<file path="src/rtl/imem_arb_pkg.sv">
`default_nettype none
// ============================================================================
// Module      : imem_arb_pkg
// Description : Shared CPU definitions for the instruction-memory arbiter:
//               arbiter state encoding, default imem address width and a
//               saturating 4-bit counter helper.
// Revision    : 1.0 - initial release
// ============================================================================
package imem_arb_pkg;

    // Default word-address width of the shared instruction memory.
    localparam int IMEM_ADDR_W = 8;

    // Arbiter states: who owns the imem port this cycle.
    typedef logic [1:0] arb_state_t;
    localparam logic [1:0] S_FETCH = 2'd0;  // fetch owns the port
    localparam logic [1:0] S_LOAD  = 2'd1;  // loader owns the port
    localparam logic [1:0] S_DRAIN = 2'd2;  // port idle, flush pending

    // Increment a 4-bit counter, holding at all-ones instead of wrapping.
    function automatic logic [3:0] sat_inc4(input logic [3:0] val);
        return (val == 4'hF) ? val : val + 4'd1;
    endfunction

endpackage : imem_arb_pkg
`default_nettype wire

</file>
<file path="src/rtl/imem_arb.sv">
`default_nettype none
// ============================================================================
// Module      : imem_arb
// Description : Arbitrates the single instruction-memory port between the
//               fetch unit (reads) and the program loader (writes). The
//               loader wins contention; when a load burst ends a one-cycle
//               drain slot raises arb_if__flush so fetch discards stale
//               instructions.
//               Optional feature macro IMEM_ARB_FAIR_EN: when defined, fetch
//               is given one slot after every MAX_BURST consecutive loader
//               writes. When undefined the loader has strict priority.
// Revision    : 1.0 - initial release
// ============================================================================
module imem_arb
    import imem_arb_pkg::*;
#(
    parameter int MAX_BURST = 8,
    parameter int ADDR_W    = IMEM_ADDR_W
) (
    input  logic              clk,
    input  logic              rst,
    input  logic              if_arb__req,
    input  logic [ADDR_W-1:0] if_arb__addr,
    input  logic              ld_arb__req,
    input  logic [ADDR_W-1:0] ld_arb__addr,
    input  logic [31:0]       ld_arb__wdata,
    output logic              arb_if__gnt,
    output logic              arb_ld__gnt,
    output logic              arb_if__stall,
    output logic              arb_if__flush,
    output logic [ADDR_W-1:0] mem_addr,
    output logic              mem_read,
    output logic              mem_write,
    output logic [31:0]       mem_wdata
);

    // Reject out-of-range burst limits at elaboration.
    if (MAX_BURST < 1 || MAX_BURST > 15) begin : g_max_burst_check
        $error("imem_arb: MAX_BURST must be in 1..15");
    end

    arb_state_t state_q;
    arb_state_t state_d;
    logic       flush_q;
    logic       flush_d;
    logic       if_gnt;
    logic       ld_gnt;

`ifdef IMEM_ARB_FAIR_EN
    localparam logic [3:0] c_max_burst = 4'(MAX_BURST);

    logic [3:0] burst_cnt_q;
    logic [3:0] burst_cnt_d;
`endif

    // Next-state, grant and flush-request decode from state and requests.
    always_comb begin
        state_d = state_q;
        flush_d = 1'b0;
        if_gnt  = 1'b0;
        ld_gnt  = 1'b0;
`ifdef IMEM_ARB_FAIR_EN
        burst_cnt_d = burst_cnt_q;
`endif
        case (state_q)
            S_FETCH: begin
                // Loader wins a simultaneous request.
                if (ld_arb__req) begin
                    ld_gnt  = 1'b1;
                    state_d = S_LOAD;
`ifdef IMEM_ARB_FAIR_EN
                    burst_cnt_d = 4'd1;
`endif
                end else begin
                    if_gnt = if_arb__req;
                end
            end
            S_LOAD: begin
                if (!ld_arb__req) begin
                    // Burst over: idle the port one cycle and flag the flush.
                    state_d = S_DRAIN;
                    flush_d = 1'b1;
                end else begin
`ifdef IMEM_ARB_FAIR_EN
                    if (burst_cnt_q == c_max_burst) begin
                        // Fairness slot; the loader reclaims it if fetch is idle.
                        if (if_arb__req) begin
                            if_gnt = 1'b1;
                        end else begin
                            ld_gnt = 1'b1;
                        end
                        burst_cnt_d = 4'd0;
                    end else begin
                        ld_gnt      = 1'b1;
                        burst_cnt_d = sat_inc4(burst_cnt_q);
                    end
`else
                    ld_gnt = 1'b1;
`endif
                end
            end
            S_DRAIN: begin
                // Fetch stays blocked; a returning loader may start at once.
                if (ld_arb__req) begin
                    ld_gnt  = 1'b1;
                    state_d = S_LOAD;
`ifdef IMEM_ARB_FAIR_EN
                    burst_cnt_d = 4'd1;
`endif
                end else begin
                    state_d = S_FETCH;
                end
            end
            default: begin
                state_d = S_FETCH;
            end
        endcase

        // Nothing is issued to imem while reset is asserted.
        if (rst) begin
            if_gnt = 1'b0;
            ld_gnt = 1'b0;
        end
    end

    // State, flush pulse and burst counter registers.
    always_ff @(posedge clk) begin
        if (rst) begin
            state_q <= S_FETCH;
            flush_q <= 1'b0;
`ifdef IMEM_ARB_FAIR_EN
            burst_cnt_q <= 4'd0;
`endif
        end else begin
            state_q <= state_d;
            flush_q <= flush_d;
`ifdef IMEM_ARB_FAIR_EN
            burst_cnt_q <= burst_cnt_d;
`endif
        end
    end

    // Route the granted requester onto the imem port.
    always_comb begin
        mem_addr  = if_arb__addr;
        mem_read  = 1'b0;
        mem_write = 1'b0;
        mem_wdata = 32'd0;
        if (ld_gnt) begin
            mem_addr  = ld_arb__addr;
            mem_write = 1'b1;
            mem_wdata = ld_arb__wdata;
        end else if (if_gnt) begin
            mem_read = 1'b1;
        end
    end

    assign arb_if__gnt   = if_gnt;
    assign arb_ld__gnt   = ld_gnt;
    assign arb_if__stall = if_arb__req & ~if_gnt;
    assign arb_if__flush = flush_q;

endmodule : imem_arb
`default_nettype wire
</file>
<file path="config.mk">
export PLATFORM = sky130hd
export DESIGN_NAME = imem_arb
export DESIGN_NICKNAME = d
export VERILOG_FILES = /design/src/rtl/imem_arb_pkg.sv /design/src/rtl/imem_arb.sv
export SDC_FILE = /design/constraint.sdc
export NUM_CORES = 1
export LEC_CHECK = 0
export CAP_MARGIN = 40
export CORE_MARGIN = 3
export CORE_UTILIZATION = 19
export CTS_CLUSTER_DIAMETER = 40
export DETAILED_ROUTE_END_ITERATION = 10
export GPL_TIMING_DRIVEN = 0
export PLACE_DENSITY = 0.94
export SETUP_SLACK_MARGIN = 0.2
export SLEW_MARGIN = 20
export SYNTH_ARGS = -nofsm -noshare
export SYNTH_HDL_FRONTEND = slang
export SYNTH_SLANG_ARGS = --single-unit
</file>
<file path="constraint.sdc">
create_clock -name clk -period 3.3 [get_ports clk]
set_input_delay 0.66 -clock clk [delete_from_list [all_inputs] [get_ports clk]]
set_output_delay 0.66 -clock clk [all_outputs]
set_load 0.03 [all_outputs]
</file>
==> results.json <==
{
  "rows": 17,
  "report.final.setup_viol": 0,
  "fin_worst_skew_ps": 2.35,
  "path_clk_slew_ps": 30,
  "synth_most_common_cell": "and2_1",
  "cp.required_ps": 2640,
  "max_stage_delay_ps": 660,
  "ir_drop_uv": 208,
  "total_power_mw": 0.290,
  "synthToLayoutAreaGrowth_pct": 208,
  "die_area_um2": 3040,
  "fmax_mhz": 372,
  "grt_overflow": 0,
  "drt-initial-drc-count": 4,
  "synth_area_um2": 458,
  "coreArea_um2": 2250,
  "clockBufferDepth": 2,
  "synthesis.nets": 109,
  "portBuffers": 97,
  "track_usage_pct": 13.4,
  "drive_gt1_share_pct": 26.7,
  "n_antenna_cell": 0,
  "drc": 0,
  "min_period_ps": 2690,
  "drtPass1Iterations": 4,
  "start_util_pct": 20.3,
  "postSynthAreaPerCell_um2": 8.03,
  "p_per_area_nw_per_um2": 206,
  "hpwl_um": 2050,
  "async_flop_share_pct": 0,
  "yosysUniqueCellTypes": 14,
  "via_per_inst": 4.14,
  "period_share_pct": 81.5,
  "synth-main-ff-cell": "dfxtp_1",
  "syn_inst": 57,
  "htreeDepth": 1,
  "swShare_pct": 37.4,
  "yosys.area.top_type": "and2_1",
  "placedInstanceArea_um2": 1460,
  "clock-root-buffer": "clkbuf_4",
  "hold_path_class": "flip-flop to flip-flop",
  "fillers": 200,
  "maxCapViolations": 0,
  "power.switching_mw": 0.108,
  "reg2reg_depth": 1,
  "critical_path_class": "input port to primary output",
  "vias": 782,
  "path_cells": "dlymetal6s2s_1 > nor4_2 > and2_1 > clkdlybuf4s50_1",
  "gp_congestion": 0.628,
  "place_inst": 182,
  "crit_buf_inv": 2,
  "reg2reg_slack_ps": 2470,
  "synth_top_area_share_pct": 46.4,
  "fin_nets": 214,
  "synth.area.top_cells": "and2_1, mux2_1, dfxtp_1",
  "worst_pin_slew_ps": 311,
  "grt_pass1_vias": 782,
  "grt_pass1_wl_um": 3060,
  "cp-end-kind": "primary output",
  "die_h_um": 55.1,
  "clkLatencyLatePin_ps": 230,
  "grt_max_degree": 12,
  "min_path_cells": 1,
  "hp-start": "state_q[1]",
  "cts_tree": "built",
  "numCtsBuffers": 3,
  "dieWidth_um": 55.1,
  "rsz0062_at_grt": "false",
  "crit_fanout": 5,
  "wirelength_um": 2360,
  "critPathArrivalTime_ps": 2030,
  "outcome": "finished clean",
  "rr_startpoint": "state_q[0]",
  "critPathLaunchType": "input port",
  "cpMaxStageDelayCell": "clkdlybuf4s50_1",
  "final-hold-violation-count": 0,
  "boundaryPins": 98,
  "yosys_warnings": 0,
  "cp_top_family": "buffers and inverters",
  "drtAntennaViolNets": 0,
  "clockPowerShare_pct": 21.8,
  "cts_hold_buffers": 0,
  "cp.depth": 4,
  "comb_power_share_pct": 64.5,
  "max-slew-margin-rel_pct": 79.1,
  "slew_viol_final": 0,
  "synth_edf_count": 0,
  "power_frac_seq_pct": 13.7,
  "synth_top_cells_by_count": "and2_1, mux2_1, dfxtp_1, clkbuf_2, nor4b_1",
  "clock-sinks": 3,
  "ys_seq_area_share_pct": 13.1,
  "design_area_um2": 1410,
  "ys_ff_latch": 3,
  "wl_per_cell_um": 12.5,
  "crit_start": "rst",
  "antenna_found_initial": 0,
  "instances_no_fill": 189,
  "intPower_mw": 0.182,
  "p_leak_nw": 0.686
}
metal layers:
| metal | vias to the layer above | GRT usage [%] | wire length (µm) |
|---|---|---|---|
| met3 | 2 | 5.63 | 450 |
| met5 | - | 0 | 0 |
| met1 | 321 | 12.6 | 762 |
| met2 | 67 | 25.4 | 1140 |
| met4 | 0 | 5.26 | 12 |
| li1 | 392 | - | - |
registers in the layout (all words and copies together), names as in the netlist:
signal	flops
arb_if__flush	1
state_q	2
stage by stage:
stage          setup slack [ps]  TNS (ps)  hold WS, ps  util (%)
6_report                    612         0          584      62.5
5_1_grt                     510         0          602      62.5
4_1_cts                     184         0          567      65.5
3_5_place_dp              -73.9      -522          559      64.9
3_3_place_gp              -63.4      -386          532      64.9
2_1_floorplan              1070         0          516         -
path summary, 6_finish.rpt:
kind | to
hold reg to reg | arb_if__flush
setup reg to reg | state_q[1]
setup / recovery | mem_read
hold / removal | arb_if__flush
cells in the final DEF, fill, tap and decap left out:
cell type | Yosys | routed
mux2_1 | 7 | 7
dlymetal6s2s_1 | 0 | 2
clkdlybuf4s50_1 | 0 | 53
clkdlybuf4s15_2 | 0 | 7
a211oi_1 | 1 | 1
nor2b_1 | 1 | 1
buf_4 | 1 | 4
inv_2 | 1 | 1
dlygate4sd2_1 | 0 | 14
and2_1 | 34 | 34
nor4b_1 | 2 | 2
nor4_2 | 0 | 1
clkbuf_1 | 0 | 1
mux2_2 | 1 | 1
dfxtp_1 | 3 | 3
buf_2 | 1 | 1
buf_6 | 1 | 1
clkbuf_4 | 0 | 3
clkbuf_2 | 2 | 23
a211oi_4 | 1 | 1
power by group through the flow:
stage | clock [mW] | combinational, mW | sequential [mW]
final | 0.0631 | 0.187 | 0.0398
after detailed placement | 0 | 0.203 | 0.0401
after CTS | 0.0652 | 0.191 | 0.0395
after global routing | 0.0685 | 0.199 | 0.0400
after floorplan | 0 | 0.0862 | 0.0405
after global placement | 0 | 0.200 | 0.0399
cell families (layout without fill, tap and decap cells):
logic type	Yosys count	after routing	synth area share [%]
flip-flops	3	3	13.1
AO/OA/AOI/OAI	2	2	6.01
buffers and inverters	6	110	8.20
AND/OR/NAND/NOR	38	38	53.0
multiplexers	8	8	19.7
timing repair:
action,CTS,global route
gates resized for setup,56,45
endpoints found under the hold margin,0,0
setup buffers,3,0
setup endpoints to repair,44,36
pin swaps,1,1
cell type report:
cell class	instances	area, µm²	share of cell area, %
sequential	3	60.1	4.26
multi-input combinational	48	367	26.0
buffer	5	33.8	2.40
clock buffer	4	26.3	1.86
tap	28	35.0	2.48
inverter	1	3.75	0.266
timing repair buffer	100	885	62.7
Power figures use the tool's default switching activity.
